### config.mk
export PLATFORM = sky130hd
export DESIGN_NAME = fetch_stage
export DESIGN_NICKNAME = d
export VERILOG_FILES = /design/src/rtl/fetch_stage.sv
export SDC_FILE = /design/constraint.sdc
export NUM_CORES = 1
export LEC_CHECK = 0
export CAP_MARGIN = 20
export CORE_MARGIN = 2
export CORE_UTILIZATION = 56
export CTS_CLUSTER_SIZE = 24
export DETAILED_ROUTE_END_ITERATION = 6
export GPL_TIMING_DRIVEN = 0
export PLACE_DENSITY = 0.89
export SETUP_SLACK_MARGIN = 0.2
export SYNTH_ARGS = -nofsm -noshare
export SYNTH_HDL_FRONTEND = slang
export SYNTH_SLANG_ARGS = --single-unit
### constraint.sdc
create_clock -name clk_in -period 32.7 [get_ports clk_in]
set_input_delay 4.905 -clock clk_in [delete_from_list [all_inputs] [get_ports clk_in]]
set_output_delay 4.905 -clock clk_in [all_outputs]
set_load 0.005 [all_outputs]
### src/rtl/fetch_stage.sv
// Instruction-fetch stage: next-PC/hold control, in-order imem request/response
// tracking with epoch-tagged flush, and a 2-entry instruction buffer toward decode.
module fetch_stage #(
  parameter int unsigned WIDTH = 32,
  parameter int unsigned ILEN  = 32
) (
  input  logic             clk_in,
  input  logic             rst_in,
  input  logic [WIDTH-1:0] pc_in,
  output logic [WIDTH-1:0] pc_next_out,
  output logic             pc_stall_out,
  input  logic             redirect_in,
  input  logic [WIDTH-1:0] redirect_pc_in,
  output logic             imem_req_valid_out,
  output logic [WIDTH-1:0] imem_req_addr_out,
  input  logic             imem_req_ready_in,
  input  logic             imem_rsp_valid_in,
  input  logic [ILEN-1:0]  imem_rsp_data_in,
  output logic             id_valid_out,
  output logic [ILEN-1:0]  id_instr_out,
  output logic [WIDTH-1:0] id_pc_out,
  input  logic             id_ready_in
);

  localparam int unsigned CNT_W    = 2;
  localparam int unsigned CREDIT_W = 3;

  logic             epoch_q;

  logic [WIDTH-1:0] tag_pc_q [2];
  logic             tag_ep_q [2];
  logic             tag_wr_q;
  logic             tag_rd_q;
  logic [CNT_W-1:0] outst_q;

  logic [ILEN-1:0]  buf_instr_q [2];
  logic [WIDTH-1:0] buf_pc_q [2];
  logic             buf_wr_q;
  logic             buf_rd_q;
  logic [CNT_W-1:0] buf_cnt_q;

  logic                id_fire;
  logic                req_fire;
  logic                rsp_keep;
  logic [CREDIT_W-1:0] credit;
  logic                issue_ok;
  logic                unused_redirect_lsbs;

  assign unused_redirect_lsbs = ^redirect_pc_in[1:0];

  // Decode side: head of the instruction buffer
  always_comb begin
    id_valid_out = (buf_cnt_q != '0);
    id_instr_out = buf_instr_q[buf_rd_q];
    id_pc_out    = buf_pc_q[buf_rd_q];
    id_fire      = id_valid_out & id_ready_in;
  end

  // Credit: in-flight plus buffered entries must leave room for every response
  always_comb begin
    credit             = CREDIT_W'(outst_q) + CREDIT_W'(buf_cnt_q) - CREDIT_W'(id_fire);
    issue_ok           = (credit < CREDIT_W'(2));
    imem_req_valid_out = issue_ok & ~redirect_in & ~rst_in;
    imem_req_addr_out  = pc_in;
    req_fire           = imem_req_valid_out & imem_req_ready_in;
    rsp_keep           = imem_rsp_valid_in & ~redirect_in & (tag_ep_q[tag_rd_q] == epoch_q);
  end

  // Next-PC and hold control for the external PC register
  always_comb begin
    pc_next_out  = pc_in;
    pc_stall_out = 1'b1;
    if (!rst_in) begin
      if (redirect_in) begin
        pc_next_out  = {redirect_pc_in[WIDTH-1:2], 2'b00};
        pc_stall_out = 1'b0;
      end else if (req_fire) begin
        pc_next_out  = pc_in + WIDTH'(4);
        pc_stall_out = 1'b0;
      end
    end
  end

  // Request-tag FIFO and outstanding count; survives redirect so stale responses drain
  always_ff @(posedge clk_in or posedge rst_in) begin
    if (rst_in) begin
      tag_pc_q[0] <= '0;
      tag_pc_q[1] <= '0;
      tag_ep_q[0] <= 1'b0;
      tag_ep_q[1] <= 1'b0;
      tag_wr_q    <= 1'b0;
      tag_rd_q    <= 1'b0;
      outst_q     <= '0;
    end else begin
      if (req_fire) begin
        tag_pc_q[tag_wr_q] <= pc_in;
        tag_ep_q[tag_wr_q] <= epoch_q;
        tag_wr_q           <= ~tag_wr_q;
      end
      if (imem_rsp_valid_in) begin
        tag_rd_q <= ~tag_rd_q;
      end
      outst_q <= outst_q + CNT_W'(req_fire) - CNT_W'(imem_rsp_valid_in);
    end
  end

  // Epoch and instruction buffer; redirect empties the buffer and bumps the epoch
  always_ff @(posedge clk_in or posedge rst_in) begin
    if (rst_in) begin
      epoch_q        <= 1'b0;
      buf_instr_q[0] <= '0;
      buf_instr_q[1] <= '0;
      buf_pc_q[0]    <= '0;
      buf_pc_q[1]    <= '0;
      buf_wr_q       <= 1'b0;
      buf_rd_q       <= 1'b0;
      buf_cnt_q      <= '0;
    end else if (redirect_in) begin
      epoch_q   <= ~epoch_q;
      buf_rd_q  <= buf_wr_q;
      buf_cnt_q <= '0;
    end else begin
      if (rsp_keep) begin
        buf_instr_q[buf_wr_q] <= imem_rsp_data_in;
        buf_pc_q[buf_wr_q]    <= tag_pc_q[tag_rd_q];
        buf_wr_q              <= ~buf_wr_q;
      end
      if (id_fire) begin
        buf_rd_q <= ~buf_rd_q;
      end
      buf_cnt_q <= buf_cnt_q + CNT_W'(rsp_keep) - CNT_W'(id_fire);
    end
  end

endmodule
==> key figures, run 1 <==
Clock tree
  • CTS Buf Count: 22
  • Worst-skew pair later-pin latency: 0.50 ns
  • Maximum root-to-sink buffer count: 3
  • H-tree Lvls: 1
  • Cts repair resizes: 0
  • Post-CTS setup buffer count: 0
  • # hold bufs at CTS: 0
  • Clock transition at path regs: 0.06 ns
  • Clock sinks: 203
  • Clock Tree Root: clkbuf_16
  • CTS tree: built

Power
  • Power share of the clock group: 0.212
  • Worst vdd ir: 0.0442 mV
  • Sw frac: 0.289
  • Comb pwr share: 0.445
  • NetSw: 0.362 mW
  • Flop pwr share: 0.344
  • P_int: 0.891 mW
  • Cell Pwr Density: 87.3 nW/um2
  • Leak: 6.56 nW

Global route
  • Antenna violations before repair: 0
  • First-pass GRT wire length: 43400 um
  • Largest net degree at the start of global routing: 65
  • Total grt overflow: 0
  • GRT Util Overall: 0.271
  • Vias in the first global route: 7886

Setup path
  • FF-to-FF path depth: 9
  • Reg2reg end: tag_pc_q[4]$_DFFE_PP0P_
  • Critical path's largest stage delay: 0.55 ns
  • Worst reg2reg path startpoint: buf_cnt_q[1]$_DFF_PP0_
  • Worst Setup End Kind: output pin
  • Crit path kind: in -> out
  • Critical Path AT: 8.42 ns
  • Crit-path cells: clkdlybuf4s50_1, nand2_1, nor2_1, o21ai_0, fa_1, xor2_1, nand3_1, clkbuf_1, o31ai_1, o41ai_1, nor2_1, clkdlybuf4s50_1
  • Required time worst endpoint: 27.79 ns
  • R2R setup slack: 29.84 ns
  • Startpoint Class: input port
  • Critical-path top delay cell: clkdlybuf4s50_1
  • Worst Path Max Fanout: 10

Worst hold path
  • Worst Hold End: tag_pc_q[5]$_DFFE_PP0P_
  • Hold path start: tag_pc_q[5]$_DFFE_PP0P_
  • Hold WC Path Type: reg -> reg
  • Hold path cells: 2

Cells and area
  • Nets: 1161
  • Number of diodes: 0
  • Fill count: 1244
  • Share of cells above drive strength 1: 0.373
  • Synthesis-to-layout area growth: 31.7%

Synth
  • Sequential area share after synthesis: 0.465
  • Area leader, netlist: dfrtp_1
  • Top-count cell post-synth: dfrtp_1
  • Most common library cells after synthesis: dfrtp_1, mux2_2, mux2_4
  • Top cells by area, synth: dfrtp_1, mux2_2, mux2_4
  • Syn nets: 909
  • Number of synthesized flops with an enable pin: 0
  • Synth top area share: 0.465
  • Share of flip-flops with an asynchronous set or reset: 1.00
  • Post-synth top flop: dfrtp_1
  • Mapped cell area: 10900 um2
  • Synthesis-stage register bit count: 203
  • Unique masters post-synth: 61
  • Mapped Cells: 801
  • Synthesized area per cell: 13.6 um2
  • Warnings from Yosys: 0

Detailed routing
  • ANT nets after route: 0
  • Vias: 7480
  • Pre-Repair DR Iteration Count: 5
  • # DRC: 0
  • First DRT Iteration DRCs: 406
  • WL final: 27900 um
  • Routed len/inst: 20.9 um
  • Vias per cell: 5.61

Floorplan
  • Initial Util: 0.566
  • IO Pins: 233
  • Die ar.: 20600 um2
  • Core area: 19300 um2
  • Die Y: 144 um
  • # rows: 51
  • DIE WIDTH: 144 um

STA
  • Slew Viols, Final: 0
  • Period utilization: 0.407
  • Final setup violating endpoints: 0
  • Hold Fails Final Rpt: 0
  • Post-Route Skew: 0.00997 ns
  • Hold WS: 0.489 ns
  • Unrepaired setup endpoints after global routing: false
  • Slew @ Worst Pin: 0.844 ns
  • Final min period: 13.32 ns
  • Slew headroom: 0.437
  • FMAX: 75.1 MHz
  • Final setup TNS: 0 ns

Place
  • DPL Wire Length: 19800 um
  • GP Congestion: 0.823
  • Port bufs: 225

Run status
  • Status: completed

Flow run
  • Max Cap Viol: 0
[worst max path at each step]
stage | start | endpoint | depth (start not counted)
floorplan | rst_in | pc_next_out[16] | 5
global placement | rst_in | pc_next_out[19] | 6
detailed placement | id_ready_in | pc_next_out[18] | 12
CTS | id_ready_in | pc_next_out[18] | 12
global route | id_ready_in | pc_next_out[18] | 12
finish | id_ready_in | pc_next_out[18] | 12
[metrics by stage]
step	area, um2	worst slack, ns	util	total power [mW]	cells
after floorplan	10900	15.63	-	0.775	801
after global placement	13500	12.77	0.700	0.963	1291
after detailed placement	13600	19.47	0.705	0.986	1294
after CTS	14400	19.44	0.746	1.26	1334
after global routing	14400	19.13	0.746	1.32	1334
final	14400	19.38	0.746	1.25	1334
[registers in the layout (all words and copies together), names as in the netlist]
name / count
epoch_q: 1
tag_rd_q: 1
outst_q: 2
tag_wr_q: 1
buf_rd_q: 1
tag_pc_q: 64
buf_cnt_q: 2
buf_instr_q: 64
buf_pc_q: 64
buf_wr_q: 1
tag_ep_q: 2
[worst max-delay path, delay by kind of cell]
family,cells,cell delay (ns)
buffers and inverters,3,1.36
and+or+nand+nor,4,0.71
AOI/OAI and AO/OA,3,0.65
adders and majority gates,1,0.41
xor gates and xnor gates,1,0.35
[cells by family after synthesis]
family	share of synthesized area
fa+ha+maj	0.00757
xor+xnor	0.0146
mux	0.347
flops	0.465
compound gates	0.0414
simple gates	0.0636
buf+inv	0.0601
[metal layers]
| layer | up-vias | global-route usage | wire length (um) |
|---|---|---|---|
| met4 | 0 | 0.0893 | 699 |
| met5 | - | 0 | 0 |
| met3 | 56 | 0.0470 | 1810 |
| met1 | 3756 | 0.368 | 12000 |
| met2 | 288 | 0.444 | 13400 |
| li1 | 3380 | - | - |
[final cells by class]
class,count,area (um2),share of cell area
Buffer,81,626,0.0435
Clock buffer,31,666,0.0463
Sequential cell,203,5080,0.354
Multi-Input combinational cell,508,5180,0.360
Clock inverter,9,120,0.00836
Tap cell,265,332,0.0231
Timing Repair Buffer,228,2330,0.162
Inverter,9,33.8,0.00235
[placed cells by master, fill, tap and decap left out, drive strengths merged, types with 4 or more instances in the layout]
| cell | count |
|---|---|
| nor2 | 26 |
| and4 | 5 |
| o22ai | 16 |
| xor2 | 6 |
| clkbuf | 52 |
| inv | 9 |
| nor3 | 14 |
| buf | 63 |
| mux2 | 284 |
| xnor2 | 10 |
| dfrtp | 203 |
| o21ai | 14 |
| and3 | 7 |
| ha | 5 |
| a21oi | 16 |
| nor4 | 4 |
| nand4 | 8 |
| nand3 | 11 |
| clkinv | 6 |
| clkdlybuf4s50 | 225 |
| mux2i | 13 |
| nand2 | 31 |
[power by group through the flow]
stage / Clock, mW / Combinational, mW / Sequential [mW]
2_1_floorplan: 0 / 0.365 / 0.410
3_3_place_gp: 0 / 0.541 / 0.422
3_5_place_dp: 0 / 0.556 / 0.430
4_1_cts: 0.269 / 0.563 / 0.430
5_1_grt: 0.280 / 0.598 / 0.442
6_report: 0.265 / 0.558 / 0.431
Power figures use the tool's default switching activity.
==> run 2, diff against run 1 <==
Settings changed: CORE_UTILIZATION 56 to 52, PLACE_DENSITY 0.89 to 0.83.
Clock period 32.7 ns to 13.3 ns, I/O delays scaled along.
==> run 2 against run 1 <==
Against the previous run: via count is essentially flat; power grew 140%; clock-buffer cell count rose by 1; final cell count rose by 0.37%; global-route usage fell by 2.0 points; sequential share of layout area hardly changed; clock skew increased by 0.0038 ns; final area shrank 0.11%; sequential cell count unchanged; wire length about the same; worst hold slack got worse by 0.0062 ns.
==> key figures, run 2 (synthesized netlist as in run 1, its figures left out) <==
Run status
  • Status: completed

STA
  • Slew headroom: 0.417 (-0.0203)
  • Post-Route Skew: 0.0138 ns (+0.00383 ns)
  • FMAX: 134 MHz
  • Unrepaired setup endpoints after global routing: false
  • Slew @ Worst Pin: 0.875 ns (+0.0304 ns)
  • Hold Fails Final Rpt: 0 (unchanged)
  • Hold WS: 0.482 ns (-0.00619 ns)
  • Final setup violating endpoints: 0 (unchanged)
  • Final setup TNS: 0 ns (unchanged)
  • Period utilization: 0.563
  • Slew Viols, Final: 0 (unchanged)
  • Final min period: 7.49 ns

Detailed routing
  • WL final: 27900 um (about the same)
  • Pre-Repair DR Iteration Count: 5 (unchanged)
  • Vias: 7475 (-0.067%)
  • Vias per cell: 5.58 (-0.44%)
  • ANT nets after route: 0 (unchanged)
  • # DRC: 0 (unchanged)
  • First DRT Iteration DRCs: 349 (-14%)
  • Routed len/inst: 20.8 um (-0.33%)

Cells and area
  • Top flop regs: buf_instr_q: 64 flops, buf_pc_q: 64 flops, tag_pc_q: 64 flops
  • Leading cell type in the layout, fill and taps excluded: clkdlybuf4s50_1
  • Fill count: 1435 (+15%)
  • Synthesis-to-layout area growth: 31.5%
  • Nets: 1161 (unchanged)
  • Multi-input logic area: 5180 um2 (unchanged)
  • Register area: 5080 um2 (unchanged)
  • Share of cells above drive strength 1: 0.372 (-0.000935)
  • Most frequent cells in the layout: clkdlybuf4s50_1, dfrtp_1, mux2_2, mux2_4, buf_4
  • Number of diodes: 0 (unchanged)

Floorplan
  • DIE WIDTH: 149 um (+3.7%)
  • Core area: 20400 um2 (+6.0%)
  • IO Pins: 233 (unchanged)
  • Die Y: 149 um (+3.7%)
  • # rows: 52 (+2.0%)
  • Die ar.: 22200 um2 (+7.5%)
  • Initial Util: 0.534 (-0.0321)

Setup path
  • CP bufs+invs: 2 (-1)
  • Worst Setup End Kind: output pin
  • CP dominant cell by count: clkdlybuf4s50_1
  • Cell depth of the worst setup path: 11 (-1)
  • FF-to-FF path depth: 9 (unchanged)
  • Crit path max-delay family: buffers and inverters
  • Critical path's largest stage delay: 0.60 ns (+0.05 ns)
  • Startpoint Class: input port
  • Reg2reg end: tag_pc_q[4]$_DFFE_PP0P_
  • Critical-path top delay cell: clkdlybuf4s50_1
  • Worst Path Max Fanout: 7 (-3)
  • Required time worst endpoint: 11.31 ns (-16.48 ns)
  • Crit path capture: pc_next_out[29]
  • Crit-path cells: clkdlybuf4s50_1, nand2_1, nor2_1, o21ai_0, fa_1, xor2_1, nand3_1, nor4_4, nor3_1, a311oi_1, clkdlybuf4s50_1
  • Critical Path AT: 5.49 ns (-2.93 ns)
  • Worst reg2reg path startpoint: outst_q[1]$_DFF_PP0_
  • Worst Setup SP: id_ready_in
  • R2R setup slack: 10.44 ns (-19.40 ns)
  • Crit path kind: in -> out

Power
  • Power share of the clock group: 0.207 (-0.005)
  • Flop pwr share: 0.345 (about the same)
  • P_int: 2.17 mW (+140%)
  • NetSw: 0.886 mW (+140%)
  • Worst vdd ir: 0.102 mV (+130%)
  • Leak: 6.55 nW (-0.19%)
  • Overall Power: 3.06 mW (+140%)
  • Sw frac: 0.290 (+0.000407)
  • Cell Pwr Density: 213 nW/um2 (+140%)
  • Comb pwr share: 0.448 (+0.003)

Clock tree
  • Worst-skew pair later-pin latency: 0.50 ns (about the same)
  • Clock Tree Root: clkbuf_16
  • Clock sinks: 203 (unchanged)
  • CTS tree: built
  • Maximum root-to-sink buffer count: 3 (unchanged)
  • CTS Buf Count: 22 (unchanged)
  • Post-CTS setup buffer count: 0 (unchanged)
  • Cts repair resizes: 0 (unchanged)
  • # hold bufs at CTS: 0 (unchanged)
  • H-tree Lvls: 1 (unchanged)
  • Clock transition at path regs: 0.07 ns (about the same)

Global route
  • Most used routing layer: met2
  • Antenna violations before repair: 0 (unchanged)
  • Met2 usage: 0.407 (-0.0376)
  • Met3 Track Usage GR: 0.0364 (-0.0106)
  • First-pass GRT wire length: 43900 um (+1.1%)
  • Met1 Use GR: 0.350 (-0.0177)
  • GRT Util Overall: 0.251 (-0.0197)
  • Total grt overflow: 0 (unchanged)
  • Largest net degree at the start of global routing: 64 (-1.5%)
  • Vias in the first global route: 7887 (+0.013%)

Place
  • GP Congestion: 0.887 (+7.7%)
  • Port bufs: 225 (unchanged)
  • DPL Wire Length: 19900 um (+0.54%)

Worst hold path
  • Hold WC Path Type: reg -> reg

Flow run
  • Max Cap Viol: 0 (unchanged)
[run 2: cell types whose count changed in the layout (fill, tap and decap cells not counted)]
cell,change
bufinv_16,-1
clkbuf_1,+1
clkinv_2,-1
clkinv_4,+1
[run 2: worst min-delay path by stage]
stage	start	to	slack, ns	cells after the start
2_1_floorplan	tag_pc_q[14]$_DFFE_PP0P_	tag_pc_q[14]$_DFFE_PP0P_	0.44	2
3_3_place_gp	tag_pc_q[5]$_DFFE_PP0P_	tag_pc_q[5]$_DFFE_PP0P_	0.46	2
3_5_place_dp	tag_pc_q[55]$_DFFE_PP0P_	tag_pc_q[55]$_DFFE_PP0P_	0.47	2
4_1_cts	tag_pc_q[55]$_DFFE_PP0P_	tag_pc_q[55]$_DFFE_PP0P_	0.48	2
5_1_grt	tag_pc_q[17]$_DFFE_PP0P_	tag_pc_q[17]$_DFFE_PP0P_	0.51	1
6_report	tag_pc_q[55]$_DFFE_PP0P_	tag_pc_q[55]$_DFFE_PP0P_	0.48	2
[run 2: layout make-up]
type / count / share of cell area
Timing Repair Buffer: 228 / 0.163
Multi-Input combinational cell: 508 / 0.361
Sequential cell: 203 / 0.354
Clock buffer: 32 / 0.0466
Buffer: 81 / 0.0436
Tap cell: 270 / 0.0235
Clock inverter: 8 / 0.00654
Inverter: 9 / 0.00235
[run 2: power by group through the flow]
stage | registers, mW | logic [mW] | clock network [mW]
global route | 1.09 | 1.47 | 0.670
global placement | 1.04 | 1.33 | 0
finish | 1.05 | 1.37 | 0.634
detailed placement | 1.06 | 1.37 | 0
floorplan | 1.01 | 0.897 | 0
CTS | 1.05 | 1.38 | 0.646
[run 2: per-layer routing]
layer | wire length (um) | vias to the layer above
met3 | 1550 | 57
met1 | 12400 | 3740
li1 | - | 3391
met2 | 13100 | 287
met4 | 827 | 0
met5 | 0 | -
[run 2: per-stage QoR]
| stage | util | cells | setup WS (ns) | instance area [um2] |
|---|---|---|---|---|
| after global routing | 0.703 | 1339 | 5.59 | 14400 |
| after global placement | 0.661 | 1296 | -0.993 | 13500 |
| after detailed placement | 0.665 | 1299 | 5.85 | 13600 |
| after floorplan | - | 801 | 2.05 | 10900 |
| after CTS | 0.703 | 1339 | 5.82 | 14400 |
| final | 0.703 | 1339 | 5.81 | 14400 |
[run 2: worst register-to-register path: stages, from the launching register on]
cell,delay (ns)
dfrtp_1,0.37
inv_1,0.05
ha_1,0.32
fa_1,0.46
xor2_1,0.38
and3_1,0.21
buf_2,0.17
nand2_2,0.19
buf_2,0.28
mux2_2,0.31
==> variant: new RTL, settings of run 2 <==
Set the parameter `ILEN` to 64 (it was 32).
--- a/src/rtl/fetch_stage.sv
+++ b/src/rtl/fetch_stage.sv
@@ -2,7 +2,7 @@
 // tracking with epoch-tagged flush, and a 2-entry instruction buffer toward decode.
 module fetch_stage #(
   parameter int unsigned WIDTH = 32,
-  parameter int unsigned ILEN  = 32
+  parameter int unsigned ILEN  = 64
 ) (
   input  logic             clk_in,
   input  logic             rst_in,
Ports: changed (resized id_instr_out and imem_rsp_data_in); port bits go from 233 to 297. No check against the original RTL was run, so the function may have changed too.
==> variant against run 2 <==
Sequential cell count grew 64; setup slack lost 210 ps; count of clock-buffer cells in the layout grew 7; power grew 28%; clock skew shrank 4.7 ps; highest routed layer unchanged; largest power group unchanged; routed wire length grew 20%; largest cell class is now sequential cells; cell area grew 22%; area after synthesis grew 20%.
==> variant: results (changes against run 2) <==
** Run status
- Result of the run :: complete, no violations (unchanged)

** Floorplanning
- Site row count :: 58 (was 52)

** Worst setup path
- The setup slack of the most critical reg-to-reg path is 10140 ps (was 10440 ps).
- The cell with the largest stage delay on the worst path is sky130_fd_sc_hd__clkdlybuf4s50_1 (unchanged).
- Critical Path Max Stage Delay :: 580 ps (was 600 ps)
- Data arrival time at the worst-slack endpoint :: 5700 ps (was 5490 ps)
- Capturing point of the worst reg2reg path :: tag_pc_q[33]$_DFFE_PP0P_ (was tag_pc_q[4]$_DFFE_PP0P_)
- FF-to-FF path depth :: 8 (was 9)
- Worst setup path endpoint :: pc_next_out[23] (was pc_next_out[29])

** Min path
- Hold Path Stages :: 1 (was 2)
- The worst-case hold path end point is buf_instr_q[71]$_DFFE_PP0P_ (was tag_pc_q[55]$_DFFE_PP0P_).
- Hold WC Path Type :: flop to flop (unchanged)
- Hold wc startpoint :: buf_instr_q[71]$_DFFE_PP0P_ (was tag_pc_q[55]$_DFFE_PP0P_)

** Yosys
- The synthesized area per cell came to 13.71 um^2 (was 13.63 um^2).
- Number of distinct library cell variants in the gate-level netlist after synthesis :: 61 (unchanged)
- Most area-consuming cells after synthesis :: sky130_fd_sc_hd__dfrtp_1, sky130_fd_sc_hd__mux2_2, sky130_fd_sc_hd__mux2_4 (unchanged)
- Synth Net Count :: 1099 (was 909)
- Cell types with the highest counts after synthesis :: sky130_fd_sc_hd__mux2_2, sky130_fd_sc_hd__dfrtp_1, sky130_fd_sc_hd__mux2_1, sky130_fd_sc_hd__mux2_4, sky130_fd_sc_hd__buf_4 (was sky130_fd_sc_hd__dfrtp_1, sky130_fd_sc_hd__mux2_2, sky130_fd_sc_hd__mux2_4)
- Share of the yosys chip area belonging to registers :: 50.81% (was 46.54%)

** Global routing
- The wire length of the first global-routing pass came to 52.79 mm (was 43.88 mm).
- Total routing resource utilization after global routing :: 25.07% (was 25.13%)
- The pin count of the biggest net entering global routing came to 107 (was 64).

** Placed design
- The weighted congestion reported at the end of routability-driven placement came to 0.9029 (was 0.8865).
- The worst-case setup slack after placement came to 5648 ps (was 5850 ps).
- The number of placed instances with taps included is 1581 (was 1299).
- Placed standard-cell area :: 16530 um^2 (was 13590 um^2)
- Port Buffer Count :: 290 (was 225)
- Half-perimeter wire length of the detailed placement result :: 24.16 mm (was 19.86 mm)

** STA
- The part of the cycle the worst path needs came to 57.83% (was 56.28%).
- The tightest slew margin relative to the limit came to 49.72% (was 41.68%).
- Final clock skew :: 9.133 ps (was 13.81 ps)
- Worst hold margin :: 479.3 ps (was 482.4 ps)

** Detailed routing
- Wire length per cell after detailed routing :: 20.48 um (was 20.82 um)
- Routed wire length :: 33.42 mm (was 27.87 mm)
- The count of routing violations after the opening detailed-route iteration was 475 (was 349).
- TritonRoute pass-1 iters :: 4 (was 5)
- The average vias per placed instance is 5.545 (was 5.583).

** Finish
- The final net count came to 1421 (was 1161).
- Share of layout cells above drive strength 1 :: 36.25% (was 37.23%)
- Top flop regs: buf_instr_q x128, buf_pc_q x64, tag_pc_q x64 (was buf_instr_q x64, buf_pc_q x64, tag_pc_q x64).
## variant: cell type report
class                           instances  area, um^2  share of cell area (%)
Clock buffer                           39       833.3                   4.749
Tap cell                              330       412.9                   2.353
Multi-Input combinational cell        588        5847                   33.32
Buffer                                 92       585.6                   3.337
Sequential cell                       267        6681                   38.07
Clock inverter                         12       185.2                   1.055
Timing Repair Buffer                  292        2958                   16.86
Inverter                               12       45.04                  0.2567
## variant: logic make-up (layout without fill, tap and decap cells)
group	count (synthesis)	count (layout)	synth area share, %
multiplexers	383	383	34.02
XOR/XNOR	20	20	1.389
AO/OA/AOI/OAI	81	81	4.063
AND/OR/NAND/NOR	98	98	4.368
adder cells (fa/ha/maj)	6	6	0.6280
buffers and inverters	104	447	4.720
flip-flops	267	267	50.81
## variant: power breakdown
group	internal [mW]	switching, mW
Combinational	1.08	0.610
Sequential	1.19	0.185
Clock	0.532	0.314
## variant: through the flow
step	power (mW)	utilization, %
4_1_cts	3.951	70.09
6_report	3.910	70.09
3_5_place_dp	3.081	66.02
3_3_place_gp	3.019	65.77
2_1_floorplan	2.334	-
5_1_grt	4.137	70.09
## variant: metal layers
metal	part of all wire (%)	up-vias	global-route usage (%)	routed length, um
met3	7.0	42	5.383	2353
li1	-	4089	-	-
met2	49	355	43.07	16430
met4	1.7	0	5.632	564
met5	0	-	0	0
met1	42	4563	32.74	14070
## variant: worst reg2reg max path, cell delays in order, from the launching register on
cell	delay, ps
sky130_fd_sc_hd__dfrtp_1	370
sky130_fd_sc_hd__inv_1	60
sky130_fd_sc_hd__ha_1	310
sky130_fd_sc_hd__fa_1	430
sky130_fd_sc_hd__xor2_1	500
sky130_fd_sc_hd__nand2_1	380
sky130_fd_sc_hd__nor2_2	360
sky130_fd_sc_hd__buf_4	270
sky130_fd_sc_hd__mux2_2	370
